--- src/rtl/input_debouncer.sv ---
// Two-flop synchronizer plus four-state debounce FSM for one raw input.
// Defining DEBOUNCE_EDGE_EN adds the registered rise/fall strobe ports.
module input_debouncer #(
   parameter int unsigned STABLE_CYCLES = 4,
   parameter int unsigned CNT_W         = 3
) (
   input  logic clock,
   input  logic reset,
   input  logic A,
   output logic Y,
   output logic busy
`ifdef DEBOUNCE_EDGE_EN
   ,
   output logic rise,
   output logic fall
`endif
);

   // bit0 is the debounced level and bit1 marks qualification, so Y and busy are plain flop outputs
   typedef enum logic [1:0] {
      IDLE_LOW  = 2'b00,
      IDLE_HIGH = 2'b01,
      WAIT_HIGH = 2'b10,
      WAIT_LOW  = 2'b11
   } state_t;

   localparam logic [CNT_W-1:0] CNT_LAST = CNT_W'(STABLE_CYCLES - 1);
   localparam logic [CNT_W-1:0] CNT_ZERO = {CNT_W{1'b0}};
   localparam logic [CNT_W-1:0] CNT_ONE  = CNT_W'(1);

   logic             s1_q;
   logic             s2_q;
   state_t           state_q;
   state_t           state_d;
   logic [CNT_W-1:0] cnt_q;
   logic [CNT_W-1:0] cnt_d;

   always_ff @(posedge clock) begin
      if (!reset) begin
         s1_q    <= 1'b0;
         s2_q    <= 1'b0;
         state_q <= IDLE_LOW;
         cnt_q   <= CNT_ZERO;
      end else begin
         s1_q    <= A;
         s2_q    <= s1_q;
         state_q <= state_d;
         cnt_q   <= cnt_d;
      end
   end

   always_comb begin
      state_d = state_q;
      cnt_d   = cnt_q;
      case (state_q)
         IDLE_LOW: begin
            if (s2_q) begin
               state_d = WAIT_HIGH;
               cnt_d   = CNT_ONE;
            end else begin
               state_d = IDLE_LOW;
               cnt_d   = cnt_q;
            end
         end
         WAIT_HIGH: begin
            if (!s2_q) begin
               state_d = IDLE_LOW;
               cnt_d   = CNT_ZERO;
            end else if (cnt_q == CNT_LAST) begin
               state_d = IDLE_HIGH;
               cnt_d   = CNT_ZERO;
            end else begin
               state_d = WAIT_HIGH;
               cnt_d   = cnt_q + CNT_ONE;
            end
         end
         IDLE_HIGH: begin
            if (!s2_q) begin
               state_d = WAIT_LOW;
               cnt_d   = CNT_ONE;
            end else begin
               state_d = IDLE_HIGH;
               cnt_d   = cnt_q;
            end
         end
         WAIT_LOW: begin
            if (s2_q) begin
               state_d = IDLE_HIGH;
               cnt_d   = CNT_ZERO;
            end else if (cnt_q == CNT_LAST) begin
               state_d = IDLE_LOW;
               cnt_d   = CNT_ZERO;
            end else begin
               state_d = WAIT_LOW;
               cnt_d   = cnt_q + CNT_ONE;
            end
         end
         default: begin
            state_d = IDLE_LOW;
            cnt_d   = CNT_ZERO;
         end
      endcase
   end

   always_comb begin
      Y    = state_q[0];
      busy = state_q[1];
   end

`ifdef DEBOUNCE_EDGE_EN
   logic rise_q;
   logic rise_d;
   logic fall_q;
   logic fall_d;

   // Strobes fire only on the qualifying transitions out of a WAIT state
   always_comb begin
      rise_d = (state_q == WAIT_HIGH) && (state_d == IDLE_HIGH);
      fall_d = (state_q == WAIT_LOW)  && (state_d == IDLE_LOW);
   end

   always_ff @(posedge clock) begin
      if (!reset) begin
         rise_q <= 1'b0;
         fall_q <= 1'b0;
      end else begin
         rise_q <= rise_d;
         fall_q <= fall_d;
      end
   end

   always_comb begin
      rise = rise_q;
      fall = fall_q;
   end
`endif

endmodule

--- config.mk ---
export PLATFORM = sky130hd
export DESIGN_NAME = input_debouncer
export DESIGN_NICKNAME = d
export VERILOG_FILES = /design/src/rtl/input_debouncer.sv
export SDC_FILE = /design/constraint.sdc
export NUM_CORES = 1
export LEC_CHECK = 0
export CORE_AREA = 2 2 39 41
export CTS_BUF_LIST = sky130_fd_sc_hd__clkbuf_4
export CTS_CLUSTER_DIAMETER = 150
export CTS_CLUSTER_SIZE = 8
export DETAILED_ROUTE_END_ITERATION = 12
export DIE_AREA = 0 0 41 43
export PLACE_DENSITY_LB_ADDON = 0.05
export SKIP_LAST_GASP = 1
export SLEW_MARGIN = 20
export SYNTH_ARGS = -nofsm -noshare
export SYNTH_HDL_FRONTEND = slang
export SYNTH_SLANG_ARGS = --single-unit
--- constraint.sdc ---
create_clock -name clock -period 1.35 [get_ports clock]
set_clock_uncertainty 0.2 [all_clocks]
set_input_delay 0.27 -clock clock [delete_from_list [all_inputs] [get_ports clock]]
set_output_delay 0.27 -clock clock [all_outputs]
set_load 0.005 [all_outputs]
==> impl_metrics.csv, run 1 <==
group,metric,value,unit
outcome,outcome,"completed",
grt,first_global_vias,173,
synthesis,ys_types,16,
critical_path,worstSetupEndpointType,"flip-flop",
die,initial_core_util,0.203,
clocking,cts-root-buf,"clkbuf_4",
cells_and_area,antenna_cells,0,
critical_path,cp_max_fo,6,
synthesis,ys_ff_latch,7,
synthesis,synth-edff-count,0,
clocking,h-tree-depth,1,
synthesis,synth_async_sr_flop_share,0,
synthesis,synth.area.top_cells,"dfxtp_1 (50%), xor2_2 (5.8%), nand3b_1 (5.3%), and2_1 (4.4%), ha_1 (4.4%)",
flow_run,cap_violations,0,
grt,grt_max_degree,8,
sta,fmax,763,MHz
critical_path,reg2reg_depth,4,
sta,whs,0.231,ns
worst_hold_path,hold_class,"reg2reg",
route,routed_wl,476,um
critical_path,cp-start-kind,"flip-flop",
route,num_vias,211,
die,die-width,41,um
route,firstDrtPassIters,1,
die,dieArea,0.00176,mm2
sta,fin_ws,0.0402,ns
place,post-place-ws,0.00591,ns
cells_and_area,nets,41,
synthesis,syn_nets,29,
pwr,max-vdd-ir-drop,428,uV
synthesis,netlist_instances,25,
route,vias_per_cell,4.06,
clocking,clk_latency,0.26,ns
sta,fin_crit,1.31,ns
sta,rsz0062_at_grt,"false",
grt,busiest_layer,"met1",
grt,grt_usage,0.0685,
critical_path,critPathArrivalTime,1.30,ns
cells_and_area,fillers,149,
sta,max_slew_margin,0.820,
sta,period_share,0.970,
synthesis,synth.cell_area,282,um2
cells_and_area,drive_gt1_frac,0.389,
clocking,clk_pin_slew_worst_paths,0.05,ns
sta,worst_pin_slew,0.270,ns
die,io_pins,5,
synthesis,yosysTopAreaCell,"dfxtp_1",
critical_path,critPathRequiredTime,1.34,ns
clocking,cts_tree,"yes",
pwr,cellLeakagePower,0.193,nW
place,gp_congestion,0.684,
grt,grt_overflow_total,0,
grt,met2_usage,0.0688,
sta,hold_viol_final,0,
worst_hold_path,whs_path_depth,1,
cells_and_area,register_area,143,um2
route,drt_iter0_markers,0,
synthesis,yosysWarningCount,0,
pwr,p_per_area,1100,mW/mm2
synthesis,postSynthAreaPerCell,11.3,um2
grt,use_met1,0.0812,
sta,tns,0,ns
route,ant_nets,0,
synthesis,netlist.area_leader.share,0.498,
cells_and_area,multi_input_area,161,um2
critical_path,critPathKind,"reg2reg",
die,row_count,14,
route,wl_per_cell,9.15,um
clocking,cts_made_buffers,3,
grt,met3_usage,0.0471,
grt,grt_pass1_wl,703,um
die,fp.dieH,43,um
cells_and_area,syn2layout_area_growth,47.1,%
sta,setup_violations,0,
synthesis,ys_seq_area_frac,0.498,
grt,antenna_found_initial,0,
die,coreArea,0.00138,mm2
clocking,clk_path_buf_depth,2,
sta,slew_violations,0,
synthesis,synth_ff_type,"dfxtp_1",
clocking,clock_sinks,7,
route,drc_errors,0,
place,hpwl,321,um
place,port_buffers,4,
routing by layer:
metal | wire, um | share of wire
met1 | 226 | 0.47
met2 | 194 | 0.41
met3 | 39 | 0.082
met4 | 16 | 0.034
met5 | 0 | 0
cell usage after synthesis, drive strengths merged, types with 2 or more instances:
| cell type | instances |
|---|---|
| nand3b | 2 |
| nor2b | 2 |
| dfxtp | 7 |
| and2 | 2 |
cell usage in the layout (no fill, tap or decap):
cell type	Yosys	layout
and2_1	2	2
and3_2	1	1
o21a_1	1	1
buf_4	0	3
dfxtp_1	7	5
or2_2	1	1
dfxtp_2	0	2
xor2_2	1	1
ha_4	0	1
a21oi_1	1	1
o21ai_0	1	1
nand3b_1	2	2
nor3b_1	1	1
nor2b_1	2	1
mux2i_1	1	1
o211a_1	1	1
dlygate4sd2_1	0	2
nor2b_4	0	1
nand2_1	1	1
and4b_1	1	1
clkdlybuf4s50_1	0	2
clkbuf_4	0	4
cell families (layout without fill, tap and decap cells):
| logic type | after synthesis | after routing | share of synthesized area |
|---|---|---|---|
| adder cells (fa/ha/maj) | 1 | 1 | 0.0444 |
| buffers and inverters | 0 | 11 | 0 |
| flip-flops | 7 | 7 | 0.498 |
| multiplexers | 1 | 1 | 0.0356 |
| AO/OA/AOI/OAI | 4 | 4 | 0.0978 |
| XOR/XNOR | 1 | 1 | 0.0578 |
| AND/OR/NAND/NOR | 11 | 11 | 0.267 |
metrics by stage:
stage / power, mW / instances / utilization / instance area, um2
2_1_floorplan: 0.228 / 25 / - / 282
3_5_place_dp: 0.242 / 48 / 0.263 / 364
3_3_place_gp: 0.242 / 48 / 0.263 / 364
6_report: 0.455 / 52 / 0.299 / 414
5_1_grt: 0.476 / 52 / 0.299 / 414
4_1_cts: 0.463 / 52 / 0.285 / 394
sequential cells by signal, summed over array words and instances (netlist names):
name / cells
state_q: 2
s2_q: 1
cnt_q: 3
s1_q: 1
worst max-delay path: stages, from the launching register on:
cell     delay, ns
dfxtp_1       0.30
buf_4         0.14
xor2_2        0.20
or2_2         0.29
a21oi_1       0.12
worst paths after layout:
kind / slack (ns) / end / start
max: 0.04 / cnt_q[2] / state_q[0]
min: 0.23 / s2_q / s1_q
max reg2reg: 0.04 / cnt_q[2] / state_q[0]
min reg2reg: 0.23 / s2_q / s1_q
final cells by class:
type                    count  area share
repair buffers              7       0.145
multi-input cells          18       0.390
well taps                  16      0.0483
flip-flops and latches      7       0.344
clock buffers               4      0.0725
power by group:
part           switching [mW]  internal [mW]
clock network          0.0830          0.133
logic                 0.00837         0.0147
registers             0.00352          0.212
total                  0.0948          0.360
repair_timing:
action,in CTS,in global routing
hold buffers,0,0
cloned,0,0
setup buffers,0,0
endpoints found under the setup margin,3,1
pin swaps,0,0
resized for setup,3,5
Note: power is estimated with default switching activity, not from simulation.
==> run 2, diff against run 1 <==
Settings changed: SETUP_SLACK_MARGIN set to 0.5.
==> run 2 against run 1 <==
Compared with the run above: maximum frequency rose by 3.3%; critical path type unchanged; first-iteration DRC count increased by 9; worst hold slack got worse by 0.089 ns; worst setup slack improved by 0.042 ns; clock-buffer cell count stayed put; global-route usage grew 0.90 points; total power decreased by 1.0%; highest routed layer unchanged; clock power fell by 3%; flip-flop and latch count unchanged; non-clock buffer count unchanged; wire length is 6.3% higher; sequential power barely moved.
==> impl_metrics.csv, run 2 (synthesized netlist as in run 1, its figures left out) <==
group,metric,value,unit
outcome,outcome,"completed",
cells_and_area,regMostFlops,"cnt_q",
clocking,cts_tree,"yes",
critical_path,reg2reg_from,"cnt_q[1]",
pwr,p_sw_frac,0.200,
die,initial_core_util,0.203,
cells_and_area,final_cell_mix,"dfxtp_2 (5), clkbuf_4 (4)",
grt,grt_usage,0.0775,
die,coreArea,0.00138,mm2
sta,slew_violations,0,
pwr,power_frac_clock,0.464,
pwr,max-vdd-ir-drop,353,uV
place,hpwl,353,um
place,placed_cell_area,380,um2
critical_path,critPathLaunch,"cnt_q[1]",
pwr,p_per_area,1040,mW/mm2
grt,grt_overflow_total,0,
route,firstDrtPassIters,5,
cells_and_area,stdcell_area,433,um2
route,wl_per_cell,9.73,um
die,fp.dieH,43,um
critical_path,cp_max_fo,3,
die,row_count,14,
critical_path,crit_end,"cnt_q[1]",
die,dieArea,0.00176,mm2
route,vias_per_cell,4.54,
route,ant_nets,0,
grt,first_global_vias,220,
clocking,h-tree-depth,1,
die,die-width,41,um
cells_and_area,drive_gt1_frac,0.556,
grt,antenna_found_initial,0,
critical_path,critPathKind,"reg2reg",
cells_and_area,syn2layout_area_growth,53.8,%
clocking,cts_made_buffers,3,
sta,period_share,0.939,
sta,worst_pin_slew,0.232,ns
critical_path,critPathRequiredTime,1.29,ns
critical_path,critPathArrivalTime,1.21,ns
clocking,clk_path_buf_depth,2,
sta,tns,0,ns
clocking,cts.hold.buffers_added,0,
place,port_buffers,4,
cells_and_area,largest_reg_flops,3,
clocking,clock_sinks,7,
critical_path,r2r-end,"cnt_q[1]",
critical_path,cp-start-kind,"flip-flop",
clocking,clk_pin_slew_worst_paths,0.05,ns
pwr,cellLeakagePower,0.187,nW
route,drt_iter0_markers,9,
clocking,cts-root-buf,"clkbuf_4",
cells_and_area,final_common_cell,"dfxtp_2",
cells_and_area,nets,41,
cells_and_area,antenna_cells,0,
route,drc_errors,0,
sta,max_slew_margin,0.845,
pwr,power.internal,0.361,mW
sta,hold_viol_final,0,
grt,grt_pass1_wl,848,um
cells_and_area,fillers,146,
clocking,clk_latency,0.25,ns
grt,grt_max_degree,8,
die,io_pins,5,
sta,fmax,789,MHz
critical_path,reg2reg_depth,4,
pwr,seqPwrFrac,0.482,
critical_path,r2r_slack,0.08,ns
route,num_vias,236,
critical_path,worstSetupEndpointType,"flip-flop",
sta,rsz0062_at_grt,"true",
flow_run,cap_violations,0,
pwr,p_sw,0.0899,mW
route,routed_wl,506,um
pwr,comb_power_share,0.055,
sta,fin_crit,1.27,ns
worst_hold_path,hold_class,"in2reg",
cells_and_area,top_regs,"cnt_q x3, state_q x2",
sta,setup_violations,0,
==> run 2: metrics by stage <==
step | util | std cells | total power [mW] | hold slack, ns | worst slack [ns]
floorplan | - | 25 | 0.231 | 0.187 | 0.123
global placement | 0.275 | 46 | 0.243 | 0.215 | 0.0253
detailed placement | 0.275 | 46 | 0.245 | 0.224 | -0.00261
CTS | 0.316 | 52 | 0.457 | 0.140 | 0.0772
global route | 0.313 | 52 | 0.474 | 0.155 | 0.0310
finish | 0.313 | 52 | 0.451 | 0.142 | 0.0819
==> run 2: worst min-delay path by stage <==
stage	start	end	slack (ns)	cells past startpoint
detailed placement	s1_q	s2_q	0.22	1
floorplan	reset	cnt_q[1]	0.19	1
finish	A	s1_q	0.14	2
global route	A	s1_q	0.16	2
CTS	A	s1_q	0.14	2
global placement	s1_q	s2_q	0.22	1
==> run 2: repair_timing <==
| action | CTS | global route |
|---|---|---|
| setup buffers | 2 | 0 |
| gates resized for setup | 12 | 1 |
| endpoints found under the setup margin | 9 | 7 |
| pin swaps | 0 | 1 |
==> run 2: final cells by class <==
type / count / area [um2] / share of cell area
Multi-Input combinational cell: 18 / 183 / 0.422
Sequential cell: 7 / 146 / 0.338
Timing Repair Buffer: 7 / 53.8 / 0.124
Clock buffer: 4 / 30.0 / 0.0694
Tap cell: 16 / 20.0 / 0.0462
==> run 2: power groups by stage <==
| stage | logic (mW) | clock network, mW | registers, mW |
|---|---|---|---|
| 2_1_floorplan | 0.0103 | 0 | 0.221 |
| 3_3_place_gp | 0.0225 | 0 | 0.220 |
| 3_5_place_dp | 0.0237 | 0 | 0.221 |
| 4_1_cts | 0.0250 | 0.216 | 0.217 |
| 5_1_grt | 0.0277 | 0.229 | 0.217 |
| 6_report | 0.0247 | 0.209 | 0.217 |
==> run 2: critical path: stages, from the launching register on <==
cell     delay, ns
dfxtp_2       0.35
ha_4          0.14
nor2b_4       0.13
and4b_1       0.19
o21a_1        0.16
==> run 2: per-layer routing <==
metal	global-route usage	part of all wire
met2	0.0969	0.46
met4	0.0800	0.014
met3	0.0314	0.079
met1	0.0906	0.44
met5	0	0
==> run 3, diff against run 2 <==
Settings changed: ABC_CLOCK_PERIOD_IN_PS set to 1250.
Clock period 1.35 ns to 1.25 ns, I/O delays scaled along.
==> run 3 against run 2 <==
Compared with the run above: combinational power is 17% higher; wire length is 0.59% higher; first-iteration DRC count is 67% lower; via count is 7.2% lower; total power is 8.5% higher; sequential power is 7% higher; final cell count stayed put; the flow now finishes with violations (setup timing); global-route usage is 0.41 points higher; register-to-register slack worse by 0.099 ns; worst hold slack worse by 0.029 ns; clock power is 8% higher; highest routed layer is now met3; flip-flop and latch count stayed put.
==> impl_metrics.csv, run 3 (synthesized netlist as in run 1, its figures left out) <==
group,metric,value,unit
outcome,outcome,"finished with violations",
outcome,violations,"setup timing",
sta,hold_viol_final,0,
route,ant_nets,0,
pwr,power,0.489,mW
route,routed_wl,509,um
sta,setup_violations,1,
clocking,h-tree-depth,1,
die,die-width,41,um
sta,max_slew_margin,0.868,
critical_path,slowest_stage,"dfxtp_2",
place,dp_cells,47,
sta,fin_crit,1.27,ns
cells_and_area,drive_gt1_frac,0.583,
die,coreArea,0.00138,mm2
critical_path,path_cells,"buf_6 -> xor2_4 -> and4b_1 -> o21a_1",
die,initial_core_util,0.203,
critical_path,worstSetupEndpointType,"flip-flop",
critical_path,slowest_delay,0.32,ns
cells_and_area,largest_reg_flops,3,
cells_and_area,register_area,149,um2
cells_and_area,final_cell_mix,"clkbuf_4 (4), dfxtp_2 (4), buf_6 (3)",
cells_and_area,syn2layout_area_growth,59.1,%
clocking,cts_tree,"yes",
grt,grt_pass1_wl,897,um
grt,first_global_vias,236,
route,vias_per_cell,4.21,
critical_path,critPathRequiredTime,1.19,ns
place,placed_cell_area,392,um2
die,io_pins,5,
sta,slew_violations,0,
grt,antenna_found_initial,0,
pwr,max-vdd-ir-drop,562,uV
route,drt_iter0_markers,3,
sta,fmax,789,MHz
sta,rsz0062_at_grt,"true",
clocking,cts_made_buffers,3,
sta,worst_pin_slew,0.197,ns
clocking,cts-root-buf,"clkbuf_4",
place,hpwl,355,um
critical_path,cp_max_fo,6,
cells_and_area,top_regs,"cnt_q x3, state_q x2",
cells_and_area,multi_input_area,183,um2
place,post-place-ws,-0.0753,ns
clocking,cts.hold.buffers_added,0,
pwr,p_per_area,1090,mW/mm2
die,dieArea,0.00176,mm2
die,row_count,14,
critical_path,critPathKind,"reg2reg",
critical_path,cp-start-kind,"flip-flop",
route,drc_errors,0,
die,fp.dieH,43,um
cells_and_area,nets,41,
cells_and_area,antenna_cells,0,
sta,whs,0.114,ns
route,wl_per_cell,9.79,um
pwr,cellLeakagePower,0.188,nW
clocking,clk_path_buf_depth,2,
sta,tns,-0.0172,ns
critical_path,cp_top_family,"flip-flops",
route,num_vias,219,
place,port_buffers,4,
clocking,clk_latency,0.25,ns
route,firstDrtPassIters,2,
sta,period_share,1.01,
flow_run,cap_violations,0,
critical_path,path_buf_inv,1,
grt,grt_usage,0.0816,
critical_path,critPathArrivalTime,1.21,ns
sta,fin_ws,-0.0172,ns
grt,grt_max_degree,8,
grt,grt_overflow_total,0,
cells_and_area,fillers,152,
worst_hold_path,hold_class,"in2reg",
clocking,clk_pin_slew_worst_paths,0.05,ns
clocking,clock_sinks,7,
cells_and_area,stdcell_count,52,
cells_and_area,regMostFlops,"cnt_q",
cells_and_area,stdcell_area,448,um2
cells_and_area,fin_util,0.324,
[run 3: cell types whose count changed in the layout (fill, tap and decap cells not counted)]
cell | before | now
clkdlybuf4s15_2 | 0 | 1
buf_2 | 1 | 0
buf_4 | 2 | 1
dlygate4sd2_1 | 2 | 1
buf_6 | 1 | 3
dfxtp_2 | 5 | 4
dfxtp_4 | 0 | 1
[run 3: worst paths after layout]
kind / to / depth (start not counted) / from / slack, ns
max: cnt_q[1] / 4 / state_q[0] / -0.02
min: s1_q / 2 / A / 0.11
max reg2reg: cnt_q[1] / 4 / state_q[0] / -0.02
min reg2reg: s2_q / 1 / s1_q / 0.24
[run 3: routing by layer]
| layer | global-route usage | wire length (um) | vias up |
|---|---|---|---|
| met3 | 0.0942 | 37 | 0 |
| met2 | 0.106 | 256 | 6 |
| met1 | 0.0844 | 215 | 102 |
| li1 | - | - | 111 |
| met4 | 0.0200 | 0 | 0 |
| met5 | 0 | 0 | - |
[run 3: power breakdown]
group | total [mW] | internal [mW] | switching (mW)
Sequential | 0.233 | 0.228 | 0.00509
Combinational | 0.0290 | 0.0189 | 0.0101
Clock | 0.226 | 0.143 | 0.0829
Total | 0.489 | 0.391 | 0.0981
[run 3: layout make-up]
class / instances / share of cell area
multi-input cells: 18 / 0.408
flip-flops and latches: 7 / 0.332
repair buffers: 7 / 0.148
clock buffers: 4 / 0.0670
well taps: 16 / 0.0447
[run 3: worst register-to-register path, cell delays in order, from the launching register on]
cell and delay, ns:
dfxtp_2 0.32, buf_6 0.12, xor2_4 0.16, and4b_1 0.20
o21a_1 0.16
[run 3: timing repair]
action / CTS / global route
pin swaps: 5 / 1
gates resized for setup: 15 / 1
setup buffers: 1 / 0
endpoints found under the setup margin: 9 / 7
